### config.mk
export PLATFORM = sky130hd
export DESIGN_NAME = load_store_unit
export DESIGN_NICKNAME = d
export VERILOG_FILES = /design/src/rtl/mips_mem_pkg.sv /design/src/rtl/lsu_lane_align.sv /design/src/rtl/load_store_unit.sv
export SDC_FILE = /design/constraint.sdc
export NUM_CORES = 1
export LEC_CHECK = 0
export BUFFER_PORTS_ARGS = -buffer_cell sky130_fd_sc_hd__buf_2
export CAP_MARGIN = 20
export CORE_MARGIN = 3
export CORE_UTILIZATION = 45
export DETAILED_ROUTE_END_ITERATION = 7
export GPL_TIMING_DRIVEN = 0
export PLACE_DENSITY = 0.67
export SLEW_MARGIN = 30
export SYNTH_ARGS = -nofsm -noshare
export SYNTH_HDL_FRONTEND = slang
export SYNTH_HIERARCHICAL = 1
export SYNTH_SLANG_ARGS = --single-unit
### constraint.sdc
create_clock -name clk -period 3.1 [get_ports clk]
set_clock_uncertainty 0.2 [all_clocks]
set_input_delay 0.155 -clock clk [delete_from_list [all_inputs] [get_ports clk]]
set_output_delay 0.155 -clock clk [all_outputs]
set_load 0.01 [all_outputs]
### src/rtl/mips_mem_pkg.sv
// Shared definitions for the MIPS memory stage: opcodes, FSM states, opcode classifiers.
package mips_mem_pkg;

    localparam int unsigned WORD_W = 32;

    localparam logic [5:0] OP_LB  = 6'h20;
    localparam logic [5:0] OP_LH  = 6'h21;
    localparam logic [5:0] OP_LW  = 6'h23;
    localparam logic [5:0] OP_LBU = 6'h24;
    localparam logic [5:0] OP_LHU = 6'h25;
    localparam logic [5:0] OP_SB  = 6'h28;
    localparam logic [5:0] OP_SH  = 6'h29;
    localparam logic [5:0] OP_SW  = 6'h2b;
    localparam logic [5:0] OP_LL  = 6'h30;
    localparam logic [5:0] OP_SC  = 6'h38;

    typedef enum logic [1:0] {
        ST_IDLE = 2'd0,
        ST_REQ  = 2'd1,
        ST_DONE = 2'd2,
        ST_ERR  = 2'd3
    } lsu_state_e;

    // Plain stores only; SC is handled separately because of its link check.
    function automatic logic op_is_store(input logic [5:0] op);
        return (op == OP_SB) || (op == OP_SH) || (op == OP_SW);
    endfunction

    // Opcodes that return a value to the register file (loads and LL).
    function automatic logic op_is_load(input logic [5:0] op);
        return (op == OP_LB) || (op == OP_LH) || (op == OP_LW) ||
               (op == OP_LBU) || (op == OP_LHU) || (op == OP_LL);
    endfunction

    function automatic logic op_is_known(input logic [5:0] op);
        return op_is_load(op) || op_is_store(op) || (op == OP_SC);
    endfunction

    function automatic logic op_misaligned(input logic [5:0] op, input logic [1:0] a);
        logic half_op;
        logic word_op;
        half_op = (op == OP_LH) || (op == OP_LHU) || (op == OP_SH);
        word_op = (op == OP_LW) || (op == OP_SW) || (op == OP_LL) || (op == OP_SC);
        return (half_op && a[0]) || (word_op && (a != 2'b00));
    endfunction

endpackage

### src/rtl/lsu_lane_align.sv
// Byte-lane steering: write enables and replicated store data, plus load extraction/extension.
module lsu_lane_align
    import mips_mem_pkg::*;
#(
    parameter bit BIG_ENDIAN = 1'b0
) (
    input  logic [5:0]        opcode,
    input  logic [1:0]        addr_lo,
    input  logic [WORD_W-1:0] wdata,
    input  logic [WORD_W-1:0] rdata,
    output logic [3:0]        be_c,
    output logic [WORD_W-1:0] wdata_c,
    output logic [WORD_W-1:0] load_data_c
);

    logic [1:0]  lane;
    logic [7:0]  byte_v;
    logic [15:0] half_v;

    always_comb begin
        lane        = BIG_ENDIAN ? ~addr_lo : addr_lo;
        byte_v      = rdata[{lane, 3'b000} +: 8];
        half_v      = rdata[{lane[1], 4'b0000} +: 16];
        be_c        = 4'b1111;
        wdata_c     = wdata;
        load_data_c = rdata;
        case (opcode)
            OP_SB: begin
                be_c    = 4'b0001 << lane;
                wdata_c = {4{wdata[7:0]}};
            end
            OP_SH: begin
                be_c    = 4'b0011 << {lane[1], 1'b0};
                wdata_c = {2{wdata[15:0]}};
            end
            OP_LB:  load_data_c = {{24{byte_v[7]}}, byte_v};
            OP_LBU: load_data_c = {24'd0, byte_v};
            OP_LH:  load_data_c = {{16{half_v[15]}}, half_v};
            OP_LHU: load_data_c = {16'd0, half_v};
            default: ;
        endcase
    end

endmodule

### src/rtl/load_store_unit.sv
// MIPS memory stage: one access in flight against a req/ack port, with LL/SC link tracking.
module load_store_unit
    import mips_mem_pkg::*;
#(
    parameter bit          BIG_ENDIAN  = 1'b0,
    parameter int unsigned ACK_TIMEOUT = 255
) (
    input  logic              clk,
    input  logic              rst_n,
    input  logic              ex_valid,
    output logic              ex_ready,
    input  logic [5:0]        ex_opcode,
    input  logic [WORD_W-1:0] ex_addr,
    input  logic [WORD_W-1:0] ex_wdata,
    input  logic [4:0]        ex_rt,
    output logic              mem_req,
    output logic              mem_we,
    output logic [WORD_W-1:0] mem_addr,
    output logic [3:0]        mem_be,
    output logic [WORD_W-1:0] mem_wdata,
    input  logic              mem_ack,
    input  logic [WORD_W-1:0] mem_rdata,
    output logic              wb_valid,
    output logic [4:0]        wb_rt,
    output logic [WORD_W-1:0] wb_data,
    output logic              addr_err,
    output logic              bus_err,
    output logic [WORD_W-1:0] err_addr
);

    localparam int unsigned CNT_W = (ACK_TIMEOUT < 2) ? 1 : $clog2(ACK_TIMEOUT + 1);

    lsu_state_e        state_q, state_d;
    logic [5:0]        op_q, op_d;
    logic [WORD_W-1:0] addr_q, addr_d;
    logic [4:0]        rt_q, rt_d;
    logic [CNT_W-1:0]  cnt_q, cnt_d;
    logic              link_valid_q, link_valid_d;
    logic [29:0]       link_word_q, link_word_d;

    logic              ex_ready_q, ex_ready_d;
    logic              mem_req_q, mem_req_d;
    logic              mem_we_q, mem_we_d;
    logic [WORD_W-1:0] mem_addr_q, mem_addr_d;
    logic [3:0]        mem_be_q, mem_be_d;
    logic [WORD_W-1:0] mem_wdata_q, mem_wdata_d;
    logic              wb_valid_q, wb_valid_d;
    logic [4:0]        wb_rt_q, wb_rt_d;
    logic [WORD_W-1:0] wb_data_q, wb_data_d;
    logic              addr_err_q, addr_err_d;
    logic              bus_err_q, bus_err_d;
    logic [WORD_W-1:0] err_addr_q, err_addr_d;

    logic              accept;
    logic              sc_link_ok;
    logic [5:0]        al_op;
    logic [1:0]        al_addr;
    logic [3:0]        al_be;
    logic [WORD_W-1:0] al_wdata;
    logic [WORD_W-1:0] al_load;

    // Lane logic sees the incoming op while idle and the latched op while waiting for data.
    assign al_op   = (state_q == ST_IDLE) ? ex_opcode    : op_q;
    assign al_addr = (state_q == ST_IDLE) ? ex_addr[1:0] : addr_q[1:0];

    lsu_lane_align #(
        .BIG_ENDIAN (BIG_ENDIAN)
    ) u_align (
        .opcode      (al_op),
        .addr_lo     (al_addr),
        .wdata       (ex_wdata),
        .rdata       (mem_rdata),
        .be_c        (al_be),
        .wdata_c     (al_wdata),
        .load_data_c (al_load)
    );

    always_comb begin
        state_d      = state_q;
        op_d         = op_q;
        addr_d       = addr_q;
        rt_d         = rt_q;
        cnt_d        = cnt_q;
        link_valid_d = link_valid_q;
        link_word_d  = link_word_q;
        mem_req_d    = mem_req_q;
        mem_we_d     = mem_we_q;
        mem_addr_d   = mem_addr_q;
        mem_be_d     = mem_be_q;
        mem_wdata_d  = mem_wdata_q;
        wb_valid_d   = 1'b0;
        wb_rt_d      = wb_rt_q;
        wb_data_d    = wb_data_q;
        addr_err_d   = 1'b0;
        bus_err_d    = 1'b0;
        err_addr_d   = err_addr_q;

        accept     = ex_valid && ex_ready_q;
        sc_link_ok = link_valid_q && (link_word_q == ex_addr[31:2]);

        case (state_q)
            ST_IDLE: begin
                if (accept) begin
                    op_d   = ex_opcode;
                    addr_d = ex_addr;
                    rt_d   = ex_rt;
                    cnt_d  = '0;
                    if ((ex_opcode == OP_SC) ||
                        (op_is_store(ex_opcode) && (ex_addr[31:2] == link_word_q))) begin
                        link_valid_d = 1'b0;
                    end
                    if (!op_is_known(ex_opcode)) begin
                        state_d = ST_IDLE;
                    end else if (op_misaligned(ex_opcode, ex_addr[1:0])) begin
                        state_d    = ST_ERR;
                        addr_err_d = 1'b1;
                        err_addr_d = ex_addr;
                    end else if ((ex_opcode == OP_SC) && !sc_link_ok) begin
                        state_d    = ST_DONE;
                        wb_valid_d = 1'b1;
                        wb_rt_d    = ex_rt;
                        wb_data_d  = '0;
                    end else begin
                        state_d     = ST_REQ;
                        mem_req_d   = 1'b1;
                        mem_we_d    = op_is_store(ex_opcode) || (ex_opcode == OP_SC);
                        mem_addr_d  = {ex_addr[31:2], 2'b00};
                        mem_be_d    = al_be;
                        mem_wdata_d = al_wdata;
                    end
                end
            end
            ST_REQ: begin
                if (mem_ack) begin
                    state_d   = ST_DONE;
                    mem_req_d = 1'b0;
                    mem_we_d  = 1'b0;
                    if (op_is_load(op_q) || (op_q == OP_SC)) begin
                        wb_valid_d = 1'b1;
                        wb_rt_d    = rt_q;
                        wb_data_d  = (op_q == OP_SC) ? WORD_W'(1) : al_load;
                    end
                end else if (ACK_TIMEOUT != 0) begin
                    if (cnt_q == CNT_W'(ACK_TIMEOUT - 1)) begin
                        state_d    = ST_IDLE;
                        mem_req_d  = 1'b0;
                        mem_we_d   = 1'b0;
                        bus_err_d  = 1'b1;
                        err_addr_d = addr_q;
                    end else begin
                        cnt_d = CNT_W'(cnt_q + 1'b1);
                    end
                end
            end
            ST_DONE: begin
                state_d = ST_IDLE;
                if (op_q == OP_LL) begin
                    link_valid_d = 1'b1;
                    link_word_d  = addr_q[31:2];
                end
            end
            ST_ERR: begin
                state_d = ST_IDLE;
            end
            default: begin
                state_d = ST_IDLE;
            end
        endcase

        ex_ready_d = (state_d == ST_IDLE);
    end

    always_ff @(posedge clk or negedge rst_n) begin
        if (!rst_n) begin
            state_q      <= ST_IDLE;
            op_q         <= '0;
            addr_q       <= '0;
            rt_q         <= '0;
            cnt_q        <= '0;
            link_valid_q <= 1'b0;
            link_word_q  <= '0;
            ex_ready_q   <= 1'b1;
            mem_req_q    <= 1'b0;
            mem_we_q     <= 1'b0;
            mem_addr_q   <= '0;
            mem_be_q     <= '0;
            mem_wdata_q  <= '0;
            wb_valid_q   <= 1'b0;
            wb_rt_q      <= '0;
            wb_data_q    <= '0;
            addr_err_q   <= 1'b0;
            bus_err_q    <= 1'b0;
            err_addr_q   <= '0;
        end else begin
            state_q      <= state_d;
            op_q         <= op_d;
            addr_q       <= addr_d;
            rt_q         <= rt_d;
            cnt_q        <= cnt_d;
            link_valid_q <= link_valid_d;
            link_word_q  <= link_word_d;
            ex_ready_q   <= ex_ready_d;
            mem_req_q    <= mem_req_d;
            mem_we_q     <= mem_we_d;
            mem_addr_q   <= mem_addr_d;
            mem_be_q     <= mem_be_d;
            mem_wdata_q  <= mem_wdata_d;
            wb_valid_q   <= wb_valid_d;
            wb_rt_q      <= wb_rt_d;
            wb_data_q    <= wb_data_d;
            addr_err_q   <= addr_err_d;
            bus_err_q    <= bus_err_d;
            err_addr_q   <= err_addr_d;
        end
    end

    assign ex_ready  = ex_ready_q;
    assign mem_req   = mem_req_q;
    assign mem_we    = mem_we_q;
    assign mem_addr  = mem_addr_q;
    assign mem_be    = mem_be_q;
    assign mem_wdata = mem_wdata_q;
    assign wb_valid  = wb_valid_q;
    assign wb_rt     = wb_rt_q;
    assign wb_data   = wb_data_q;
    assign addr_err  = addr_err_q;
    assign bus_err   = bus_err_q;
    assign err_addr  = err_addr_q;

endmodule

==> results.py <==
metrics = {
    "synth": {
        "netlist_instances": 1001,
        "synthDistinctLibCells": 57,
        "synth_ff_type": "dfrtp_1",
        "synth_warnings": 6,
        "synth_edf_count": 0,
        "ys_seq_elements": 225,
        "yosysSeqAreaShare": 0.5197,
        "synth_area_um2": 10840,
        "async_reset_ff_frac": 1.000,
        "syn-mean-instance-area_um2": 10.82,
    },
    "global_route": {
        "antenna_found_initial": 1,
        "grt_max_degree": 71,
        "grt_pass1_vias": 9323,
        "grt_pass1_wl_um": 49580,
        "grt_overflow": 0,
        "track_usage": 0.2348,
    },
    "timing": {
        "grt_setup_unrepaired": "no",
        "slew_headroom": 0.4727,
        "timing.final.crit_share": 0.9518,
        "setup_viol": 0,
        "worst_slew_pin_slew_ns": 0.7910,
        "period_needed_ns": 2.951,
        "max_freq_mhz": 338.9,
        "hold_viol": 0,
        "fin_ws_ns": 0.1493,
        "slew_viol_final": 0,
    },
    "final_layout": {
        "drive_gt1_frac": 0.3627,
        "final_common_cell": "buf_2",
        "diodes": 0,
        "syn_to_final_growth_pct": 33.78,
        "fin_nets": 1508,
        "mostFrequentLayoutCells": "267 x buf_2, 224 x dfrtp_1, 156 x nand2_1",
    },
    "worst_hold_path": {
        "min_from": "mem_rdata[0]",
        "hold_class": "input pin to register",
    },
    "pwr": {
        "power_frac_seq": 0.432,
        "ir_drop_v": 0.0004773,
        "switching_share": 0.3114,
        "switching_power_mw": 3.077,
        "p_leak_nw": 7.068,
        "pwr_density_cell_nw_per_um2": 681.5,
        "finalPower_mw": 9.879,
        "power.share.clock": 0.282,
        "p_int_mw": 6.802,
        "power_frac_comb": 0.286,
    },
    "worst_setup_path": {
        "cp-startpoint": "state_q[1]",
        "cp.required_ns": 3.29,
        "start_kind": "register",
        "r2r_start": "state_q[1]",
        "arrival_ns": 3.15,
        "worst_setup_path_end_kind": "register",
        "critPathMaxFanout": 10,
        "critPathKind": "register to register",
    },
    "floorplanning": {
        "die_h_um": 161.2,
        "initial_core_util": 0.4602,
        "num_rows": 56,
        "io_pins": 254,
        "die_w_um": 161.2,
        "dieArea_um2": 25980,
        "core_um2": 23540,
    },
    "clock_tree": {
        "cts_tree": "yes",
        "clk_latency_ns": 0.51,
        "cts-root-buf": "clkbuf_16",
        "numClockSinks": 225,
        "htree_levels": 1,
        "clk_path_buf_depth": 3,
        "path_clk_slew_ns": 0.06,
        "cts_made_buffers": 25,
    },
    "place": {
        "io_buffers": 250,
        "gp_congestion": 0.8572,
        "dpl.hpwl_um": 21310,
        "post-place-ws_ns": -0.1782,
    },
    "routing": {
        "vias_per_cell": 5.196,
        "routedWlPerCell_um": 17.84,
        "drt-total-wl_um": 30830,
        "drt_iter0_markers": 496,
        "ant_nets": 0,
        "num_vias": 8979,
        "drc": 0,
        "dr.pass1.iters": 7,
    },
    "run_status": {
        "status": "completed",
    },
    "job": {
        "drv_cap": 0,
    },
}
==> power by group through the flow <==
stage               logic, mW  registers [mW]  clock network (mW)
floorplan                1.23            4.55                   0
CTS                      2.84            4.25                2.86
global route             3.09            4.37                2.99
detailed placement       2.71            4.29                   0
global placement         2.66            4.26                   0
finish                   2.83            4.27                2.78
==> Yosys cell counts (13+ instances only) <==
library cell	count	area, um^2
nand3_1	37	185.2
buf_2	19	95.09
nand2_1	156	585.6
clkbuf_1	27	101.4
mux2i_1	18	180.2
xor2_1	35	306.5
dfrtp_1	224	5605
o21ai_0	50	250.2
inv_1	47	176.4
a31oi_1	40	250.2
nor2_1	61	229.0
mux2_4	18	270.3
buf_4	13	97.59
mux2_2	140	1577
==> critical path, cell delays in order, from the launching register on <==
cell,delay [ns]
dfrtp_1,0.42
nor2_2,0.16
buf_6,0.16
mux2_2,0.33
or3b_4,0.42
nand3b_4,0.25
nor2_4,0.16
buf_4,0.14
mux2_2,0.32
mux2_2,0.27
==> cell type report <==
| type | instances | area [um^2] |
|---|---|---|
| multi-input combinational | 659 | 4647 |
| sequential | 225 | 5632 |
| clock inverter | 5 | 53.80 |
| timing repair buffer | 366 | 2492 |
| fill | 2004 | 9047 |
| buffer | 71 | 397.9 |
| inverter | 47 | 176.4 |
| clock buffer | 36 | 696.9 |
| tap | 319 | 399.1 |
==> final timing paths <==
| path | slack, ns | cells past startpoint | end |
|---|---|---|---|
| setup / recovery | 0.15 | 9 | mem_wdata[11] |
| hold / removal | 0.02 | 5 | wb_data[0] |
| setup reg to reg | 0.15 | 9 | mem_wdata[11] |
| hold reg to reg | 0.30 | 1 | mem_wdata[8] |
| max in group asynchronous | 1.44 | 5 | mem_wdata[11] |
| min in group asynchronous | 0.54 | 3 | ex_ready |
==> sequential cells by signal, summed over array words and instances (netlist names), 5 cells and up <==
| signal | cells |
|---|---|
| wb_data | 32 |
| cnt_q | 8 |
| mem_wdata | 32 |
| mem_addr | 30 |
| rt_q | 5 |
| wb_rt | 5 |
| link_word_q | 30 |
| err_addr | 32 |
| op_q | 6 |
| addr_q | 32 |
==> what timing repair did <==
action                                  CTS  global route
endpoints found under the setup margin   18            21
pin swaps                                 1             1
resized for setup                         1             4
buffers inserted                          2             0
hold buffers                            111             0
endpoints found under the hold margin   337             0
gates cloned                              0             0
==> through the flow <==
stage	utilization	TNS, ns	instance area (um^2)	std cells	hold slack, ns
floorplan	-	0	10840	1002	-0.3406
global placement	0.5305	-535.96	12490	1571	0.2084
detailed placement	0.5344	-0.5936	12580	1574	-0.1533
CTS	0.6153	0	14490	1728	0.002034
global route	0.6157	0	14500	1728	0.02990
finish	0.6157	0	14500	1728	0.01845
==> cells by family (layout without fill, tap and decap cells) <==
group                      after synthesis  after routing  share of synthesized area
AOI/OAI and AO/OA                      142            142                    0.08534
other                                    1              2                  0.0003461
and+or+nand+nor                        302            302                     0.1245
adders and majority gates                2              2                   0.002309
buffers and inverters                  118            525                    0.05243
DFF                                    225            225                     0.5197
xor gates and xnor gates                35             35                    0.02829
muxes                                  176            176                     0.1871
==> per-layer routing <==
layer / global-route usage / wire length, um / up-vias
met5: 0 / 13 / -
li1: - / - / 4207
met3: 0.05053 / 2194 / 51
met4: 0.05632 / 668 / 2
met2: 0.3900 / 14360 / 309
met1: 0.3177 / 13590 / 4410
Note: power is estimated with default switching activity, not from simulation.
